<file path="config.mk">
export PLATFORM = sky130hd
export DESIGN_NAME = if_fetch_ctrl
export DESIGN_NICKNAME = d
export VERILOG_FILES = /design/src/rtl/if_fetch_ctrl_pkg.sv /design/src/rtl/if_fetch_ctrl_sat_counter.sv /design/src/rtl/if_fetch_ctrl.sv
export SDC_FILE = /design/constraint.sdc
export NUM_CORES = 1
export LEC_CHECK = 0
export CAP_MARGIN = 40
export CORE_MARGIN = 5
export CORE_UTILIZATION = 47
export CTS_BUF_LIST = sky130_fd_sc_hd__clkbuf_4
export CTS_CLUSTER_SIZE = 24
export DETAILED_ROUTE_END_ITERATION = 8
export PLACE_DENSITY = 0.77
export SLEW_MARGIN = 5
export SYNTH_ARGS = -nofsm -noshare
export SYNTH_HDL_FRONTEND = slang
export SYNTH_HIERARCHICAL = 1
export SYNTH_SLANG_ARGS = --single-unit
</file>
<file path="constraint.sdc">
create_clock -name Clk -period 2.3 [get_ports Clk]
set_clock_uncertainty 0.2 [all_clocks]
set_input_delay 0.46 -clock Clk [delete_from_list [all_inputs] [get_ports Clk]]
set_output_delay 0.46 -clock Clk [all_outputs]
set_load 0.01 [all_outputs]
</file>
<file path="src/rtl/if_fetch_ctrl_pkg.sv">
// Shared definitions for the IF-stage fetch controller: FSM state encoding
// and the PC-select codes driven onto {cPCMux, cPCSrc}.
package if_fetch_ctrl_pkg;

    typedef enum logic [1:0] {
        ST_HOLD  = 2'd0,
        ST_RUN   = 2'd1,
        ST_FLUSH = 2'd2,
        ST_HALT  = 2'd3
    } fetch_state_t;

    localparam logic [1:0] PCSEL_PC4 = 2'b00;
    localparam logic [1:0] PCSEL_BR  = 2'b01;
    localparam logic [1:0] PCSEL_JR  = 2'b10;

endpackage

</file>
<file path="src/rtl/if_fetch_ctrl_sat_counter.sv">
// Generic W-bit incrementer that sticks at all-ones instead of wrapping.
module sat_counter #(
    parameter int W = 16
) (
    input  logic         clk,
    input  logic         rst_n,
    input  logic         inc,
    output logic [W-1:0] count
);

    always_ff @(posedge clk or negedge rst_n) begin
        if (!rst_n)
            count <= '0;
        else if (inc && (count != {W{1'b1}}))
            count <= count + W'(1);
    end

endmodule

</file>
<file path="src/rtl/if_fetch_ctrl.sv">
// IF-stage sequencing controller: post-reset hold, redirect arbitration
// (EX branch over ID jr), load-use stall, halt, and post-redirect bubbles.
//
// state | meaning
// HOLD  | post-reset fetch hold, PC frozen, IF/ID and ID/EX flushed
// RUN   | normal fetch, redirects / stalls / halt arbitrated
// FLUSH | extra IF/ID bubbles after a redirect (imem latency)
// HALT  | fetch stopped until reset
module if_fetch_ctrl
    import if_fetch_ctrl_pkg::*;
#(
    parameter int RESET_HOLD    = 2,
    parameter int EXTRA_BUBBLES = 0,
    parameter int CNT_W         = 16
) (
    input  logic             Clk,
    input  logic             Reset,
    input  logic             iStallReq,
    input  logic             iJumpReg,
    input  logic             iBranchTaken,
    input  logic             iHalt,
    output logic             oPCSrc,
    output logic             oPCMux,
    output logic             oPCWrite,
    output logic             oIFIDWrite,
    output logic             oIFIDFlush,
    output logic             oIDEXFlush,
    output logic [1:0]       oState,
    output logic [CNT_W-1:0] oRedirects
);

    localparam logic [3:0] HOLD_LAST = 4'(RESET_HOLD - 1);
    localparam logic [1:0] BUB_LOAD  = 2'(EXTRA_BUBBLES);

    fetch_state_t state;
    logic [3:0]   hold_cnt;
    logic [1:0]   bub_cnt;
    logic [1:0]   pc_sel;
    logic         redirect;

    // Outputs decode straight from state and requests so a redirect
    // steers the PC on the same edge it is requested.
    always_comb begin
        pc_sel     = PCSEL_PC4;
        oPCWrite   = 1'b0;
        oIFIDWrite = 1'b0;
        oIFIDFlush = 1'b0;
        oIDEXFlush = 1'b0;
        redirect   = 1'b0;
        case (state)
            ST_HOLD: begin
                oIFIDFlush = 1'b1;
                oIDEXFlush = 1'b1;
            end
            ST_RUN: begin
                if (iBranchTaken) begin
                    pc_sel     = PCSEL_BR;
                    oPCWrite   = 1'b1;
                    oIFIDWrite = 1'b1;
                    oIFIDFlush = 1'b1;
                    oIDEXFlush = 1'b1;
                    redirect   = 1'b1;
                end else if (iJumpReg) begin
                    pc_sel     = PCSEL_JR;
                    oPCWrite   = 1'b1;
                    oIFIDWrite = 1'b1;
                    oIFIDFlush = 1'b1;
                    redirect   = 1'b1;
                end else if (iHalt) begin
                    oPCWrite = 1'b0;
                end else if (iStallReq) begin
                    oIDEXFlush = 1'b1;
                end else begin
                    oPCWrite   = 1'b1;
                    oIFIDWrite = 1'b1;
                end
            end
            ST_FLUSH: begin
                oPCWrite   = 1'b1;
                oIFIDWrite = 1'b1;
                oIFIDFlush = 1'b1;
                if (iBranchTaken) begin
                    pc_sel     = PCSEL_BR;
                    oIDEXFlush = 1'b1;
                    redirect   = 1'b1;
                end
            end
            ST_HALT: begin
                oIFIDFlush = 1'b1;
                oIDEXFlush = 1'b1;
            end
        endcase
    end

    always_ff @(posedge Clk or negedge Reset) begin
        if (!Reset) begin
            state    <= ST_HOLD;
            hold_cnt <= '0;
            bub_cnt  <= '0;
        end else begin
            case (state)
                ST_HOLD: begin
                    hold_cnt <= hold_cnt + 4'd1;
                    if (hold_cnt == HOLD_LAST)
                        state <= ST_RUN;
                end
                ST_RUN: begin
                    if (redirect) begin
                        if (EXTRA_BUBBLES > 0) begin
                            state   <= ST_FLUSH;
                            bub_cnt <= BUB_LOAD;
                        end
                    end else if (iHalt) begin
                        state <= ST_HALT;
                    end
                end
                ST_FLUSH: begin
                    if (redirect) begin
                        bub_cnt <= BUB_LOAD;
                    end else begin
                        bub_cnt <= bub_cnt - 2'd1;
                        if (bub_cnt == 2'd1)
                            state <= ST_RUN;
                    end
                end
                ST_HALT: begin
                    state <= ST_HALT;
                end
            endcase
        end
    end

    sat_counter #(.W(CNT_W)) u_redirect_cnt (
        .clk   (Clk),
        .rst_n (Reset),
        .inc   (redirect),
        .count (oRedirects)
    );

    assign oPCMux = pc_sel[1];
    assign oPCSrc = pc_sel[0];
    assign oState = state;

endmodule

</file>
After elaboration in Yosys (flattened, before gate mapping)
Cells that the tools add are included.

operators by class
  multiplexer cells = 26
  add/sub/neg operators = 3
  reduce and logical (&&, ||, !) cells = 5
  equal/unequal tests = 11

operators with widths
  cell                                                  number
  adder 16 x 1 -> 16 bit (second input constant)        1
  2-to-1 mux 2 bit                                      8
  != test 16 bit (second input constant)                1
  2-to-1 mux 1 bit                                      12
  != test 2 bit (second input constant)                 5
  one-hot mux 2 bit (4 select lines)                    1
  one-hot mux 1 bit (2 select lines)                    3
  AND reduction 5 bit                                   1
  adder 4 x 1 -> 4 bit (second input constant)          1
  equality test 2 x 1 -> 1 bit (second input constant)  2
  equality test 2 bit (second input constant)           2
  equality test 4 x 1 -> 1 bit (second input constant)  1
  one-hot mux 2 bit (2 select lines)                    1
  one-hot mux 1 bit (3 select lines)                    1
  OR reduction 3 bit                                    1
  zero test 2 bit                                       1
  OR reduction 2 bit                                    1
  subtractor 2 x 1 -> 2 bit (second input constant)     1
  logical AND 1 bit                                     1

storage, ports and cells
  bits of input ports = 6
  output and inout bits = 24
  register bits after elaboration = 24
  word-level logic and storage cells = 49

Logic depth before layout (Yosys ltp)
  depth after elaboration = 5
  mapped depth = 9
  gate-level depth less buffers = 9

Modules after synthesis
Netlist, hierarchy kept.

by module, submodules not included
  module         seq. area each (um^2)  times used  area an instance (um^2)  cells each
  sat_counter    400.4                  1           859.6                    72
  if_fetch_ctrl  200.2                  1           566.8                    54

Worst setup path before layout
Ideal clock, no wire load.

  path type = register -> register
  from = register state[0], in the netlist oState[0]
  to = register u_redirect_cnt.count[7]
  required time = 1.968 ns
  clock period less this slack = 2.415 ns
  slack = -0.115 ns
  stages on the path, launching flop included = 10
  path buffers = 0
  library setup time = 0.132 ns
  arrival time = 2.082 ns
  cell sequence = dfrtp_1 -> inv_1 -> ha_1 -> o211a_4 -> a31oi_4 -> inv_1 -> and3_1 -> and4_2 -> a31oi_1 -> a31oi_1

between the ends
  cells in the longest elaborated chain, start to end = 3
  elaborated cells on any way between the ends = 4
  classes of those cells = eq/ne: 2; mux: 1; reduce/logical: 1

RTL lines
  element                                                                     RTL line                         text
  start, declared                                                             if_fetch_ctrl.sv:35              fetch_state_t state;
  start signal, assigned                                                      if_fetch_ctrl.sv:97              state <= ST_HOLD;
  start signal, assigned                                                      if_fetch_ctrl.sv:105             state <= ST_RUN;
  start signal, assigned                                                      if_fetch_ctrl.sv:110             state <= ST_FLUSH;
  equality test 2 bit / equality test 2 x 1 -> 1 bit (equally long branches)  if_fetch_ctrl.sv:50              case (state)
  one-hot mux 1 bit (2 select lines) (*)                                      if_fetch_ctrl.sv:50
  via redirect                                                                if_fetch_ctrl.sv:39              logic redirect;
  logical AND 1 bit (*)                                                       if_fetch_ctrl_sat_counter.sv:14  else if (inc && (count != {W{1'b1}}))
  end signal, assigned                                                        if_fetch_ctrl_sat_counter.sv:15  count <= count + W'(1);
  end, declared                                                               if_fetch_ctrl_sat_counter.sv:8   output logic [W-1:0] count

Mark *: on every way through the listed nets, which the timed path passes. The rest lies on a longest branch.
A chain may end at the register's enable or synchronous reset.

Final worst setup path
  from = register state[1], in the netlist oState[1]
  to = output oPCWrite

between the ends
  cells in the longest elaborated chain, start to end = 2
  elaborated cells on any way between the ends = 3
  classes of those cells = eq/ne: 2; mux: 1

RTL lines
  element                                                                     RTL line             text
  equality test 2 bit / equality test 2 x 1 -> 1 bit (equally long branches)  if_fetch_ctrl.sv:50
  one-hot mux 1 bit (2 select lines) (*)                                      if_fetch_ctrl.sv:50
  end, declared                                                               if_fetch_ctrl.sv:24  output logic oPCWrite,

Every way passes the cells marked *; elsewhere a longest branch is shown, timed or not.

==> run_results.csv <==
group,metric,value,unit
status,run_status,"finished clean",
die,core_area,2980,µm²
power_and_ir_drop,max-vdd-ir-drop,0.000361,V
die,i_o_pin_count,30,
sta,slew_headroom,0.757,
placed_design,portBuffers,29,
power_and_ir_drop,total_switching_power,138,µW
critical_path,cp_slowest_cell,"sky130_fd_sc_hd__dfrtp_2",
clocking,htree_num_levels,1,
final_layout,synthToLayoutAreaGrowth,37.4,%
routing,total_number_of_vias,1174,
logic_synthesis,synth.yosys.seq_area_share,0.421,
power_and_ir_drop,p_per_area,332,nW/µm²
critical_path,regToRegStartpoint,"oState[1]$_DFFE_PN0P_",
clocking,cts.root.buffer_cell,"sky130_fd_sc_hd__clkbuf_4",
final_layout,antenna-diode-count,0,
critical_path,worst_r2r_endpoint,"u_redirect_cnt/count[6]$_DFFE_PN0P_",
critical_path,worstPathCellList,"inv_4 -> buf_4 -> ha_4 -> nor2b_2 -> clkdlybuf4s15_2",
power_and_ir_drop,logic_gate_share_of_total_power,0.037,
logic_synthesis,postSynthRegisterBits,24,
sta,max_clock_freq,446,MHz
logic_synthesis,postSynthNetCount,142,
placed_design,dp_worst_setup_slack,-0.339,ns
power_and_ir_drop,clkPwrFrac,0.315,
placed_design,place.gp.congestion,0.823,
min_path,hold_path.class,"in2async",
critical_path,r2r.worst_path.cells,11,
power_and_ir_drop,cellLeakagePower,0.884,nW
routing,detail_route.iter0.violations,38,
routing,detail_route.wirelength,3210,µm
power_and_ir_drop,intPower,513,µW
sta,finalSetupViolations,0,
job,count_of_maximum_capacitance_violations,0,
final_layout,fin_nets,192,
power_and_ir_drop,switching_share,0.212,
clocking,numCtsBuffers,3,
global_route,grt.overflow.total,0,
critical_path,startpoint_type,"flop",
global_route,initial_antenna_violation_count,0,
placed_design,place.detailed.hpwl,2500,µm
placed_design,place.detailed.instances,202,
sta,min_tclk_post_route,2.24,ns
logic_synthesis,synth-edff-count,0,
sta,postLayoutSetupSlackWorst,0.0582,ns
final_layout,final_layout_size_suffix_gt1_frac,0.314,
die,placementRows,20,
critical_path,crit_path_max_fanout,5,
critical_path,r2r_setup_slack,0.09,ns
logic_synthesis,synth-warning-count,6,
power_and_ir_drop,power_frac_seq,0.648,
clocking,hold_buffers,0,
clocking,clkLatencyLatePin,0.31,ns
die,design.die.area,4240,µm²
critical_path,max_stage_delay,0.41,ns
sta,tightest_slew,0.364,ns
critical_path,critPathArrivalTime,1.58,ns
sta,drv_slew,0,
routing,antenna_violating_nets_post_route,0,
placed_design,placement.cell_area,1880,µm²
clocking,cts_tree,"built",
power_and_ir_drop,totalPowerFinal,651,µW
critical_path,worstSetupEndpointType,"output pin",
logic_synthesis,syn-instance-count,126,
die,start_util,0.479,
logic_synthesis,post_synthesis_instance_area,1430,µm²
routing,remaining_drc_errors,0,
critical_path,worst-setup-path-type,"reg2out",
logic_synthesis,netlist_cell_types,41,
final_layout,finalCoreUtilization,0.658,
sta,finalHoldViolCount,0,
final_layout,instances_no_fill,208,
global_route,grt_pass1_vias,1202,
sta,setup_repair_after_global_routing_missed_its_margin,"true",
sta,fin_crit_sh,0.975,
global_route,grt_pass1_wl,5530,µm
clocking,cts.path.max_buffers,2,
critical_path,critical_path_required,1.64,ns
logic_synthesis,async_flop_share,1.00,
routing,via_per_inst,5.64,
clocking,clk_pin_slew,0.13,ns
routing,wl_per_cell,15.4,µm
die,die_w,65.1,µm
global_route,grt_start_max_net_pins,25,
clocking,clkSinkCount,24,
logic_synthesis,syn_avg_cell_area,11.3,µm²
logic_synthesis,most_used_flip_flop_cell_after_synthesis,"sky130_fd_sc_hd__dfrtp_1",
global_route,global_route.usage.total,0.166,
routing,detailedRoute.firstPassIterationCount,4,
die,floorplan.die.height,65.1,µm
final_layout,postLayoutCellArea,1960,µm²
stage by stage:
stage	TNS, ns	hold slack, ns
final	0	0.275
after global routing	-0.0460	0.304
after CTS	0	0.284
after detailed placement	-2.95	0.277
after global placement	-2.00	0.263
after floorplan	0	-0.0356
worst max path at each step:
| stage | start | depth (start not counted) | slack [ns] | to |
|---|---|---|---|---|
| final | oState[1]$_DFFE_PN0P_ | 5 | 0.06 | oPCWrite |
| after global routing | oState[1]$_DFFE_PN0P_ | 5 | -0.03 | oPCWrite |
| after CTS | oState[1]$_DFFE_PN0P_ | 5 | 0.003 | oPCSrc |
| after detailed placement | iJumpReg | 6 | -0.34 | oIFIDWrite |
| after global placement | iHalt | 6 | -0.30 | oIDEXFlush |
| after floorplan | oState[0]$_DFFE_PN0P_ | 9 | 0.02 | u_redirect_cnt/count[7]$_DFFE_PN0P_ |
synth_stat cells, drive strengths merged, types with 4 or more instances:
library cell	count	area [µm²]
ha	10	125
a21oi	5	25.0
dfrtp	24	601
xnor2	7	61.3
a31oi	4	40.0
nand2	7	26.3
nor2	7	28.8
nand3	7	47.6
inv	6	22.5
o21ai	4	20.0
o21a	5	37.5
nand4	11	90.1
cell families (layout without fill, tap and decap cells):
group / Yosys count / count (layout) / share of synthesized area
AND/OR/NAND/NOR: 47 / 47 / 0.242
buffers and inverters: 7 / 56 / 0.0211
XOR/XNOR: 10 / 10 / 0.0614
multiplexers: 3 / 3 / 0.0219
adder cells (fa/ha/maj): 10 / 10 / 0.0877
AO/OA/AOI/OAI: 25 / 25 / 0.145
flip-flops: 24 / 24 / 0.421
power groups by stage:
stage	registers [mW]	clock network, mW	logic (mW)
finish	0.422	0.205	0.0243
global route	0.422	0.234	0.0277
CTS	0.422	0.208	0.0238
detailed placement	0.430	0	0.0247
global placement	0.430	0	0.0239
floorplan	0.430	0	0.00160
state kept, by name (all words and copies together), names as in the netlist:
signal / cells
hold_cnt: 4
oState: 2
u_redirect_cnt/count: 16
bub_cnt: 2
final cells by class:
cell class	instances	area [µm²]
fillers	231	1020
multi-input cells	95	866
flip-flops and latches	24	603
repair buffers	46	392
well taps	33	41.3
clock buffers	4	30.0
inverters	6	27.5
critical path, delay by kind of cell, from the launching register on:
family / cells / cell delay, ns
buffers and inverters: 3 / 0.42
AND/OR/NAND/NOR: 1 / 0.15
adder cells (fa/ha/maj): 1 / 0.28
flip-flops: 1 / 0.41
layer usage:
metal | global-route usage | share of wire | up-vias
li1 | - | - | 570
met1 | 0.205 | 0.45 | 578
met2 | 0.294 | 0.51 | 22
met3 | 0.0342 | 0.034 | 4
met4 | 0.0440 | 0.012 | 0
met5 | 0 | 0 | -
cells in the final DEF (no fill, tap or decap), types with 2 or more instances in the layout:
cell / count
sky130_fd_sc_hd__a21oi_1: 4
sky130_fd_sc_hd__a31oi_1: 3
sky130_fd_sc_hd__and3_1: 2
sky130_fd_sc_hd__and4_4: 2
sky130_fd_sc_hd__buf_2: 4
sky130_fd_sc_hd__buf_4: 17
sky130_fd_sc_hd__clkbuf_4: 4
sky130_fd_sc_hd__clkdlybuf4s50_1: 21
sky130_fd_sc_hd__dfrtp_1: 22
sky130_fd_sc_hd__dfrtp_2: 2
sky130_fd_sc_hd__dlygate4sd2_1: 2
sky130_fd_sc_hd__ha_1: 6
sky130_fd_sc_hd__ha_4: 4
sky130_fd_sc_hd__inv_1: 3
sky130_fd_sc_hd__inv_4: 2
sky130_fd_sc_hd__mux2i_1: 2
sky130_fd_sc_hd__nand2_1: 7
sky130_fd_sc_hd__nand3_1: 6
sky130_fd_sc_hd__nand4_1: 9
sky130_fd_sc_hd__nor2_1: 6
sky130_fd_sc_hd__nor4_4: 2
sky130_fd_sc_hd__o21a_1: 5
sky130_fd_sc_hd__o21ai_0: 3
sky130_fd_sc_hd__xnor2_1: 7
sky130_fd_sc_hd__xor2_1: 3
what timing repair did:
action                                  4_1_cts  5_1_grt
endpoints found under the setup margin        6        6
hold endpoints to repair                      0        0
resized for setup                            23       14
pin swaps                                     1        2
buffers inserted                              2        0
(Power assumes the default switching activity.)
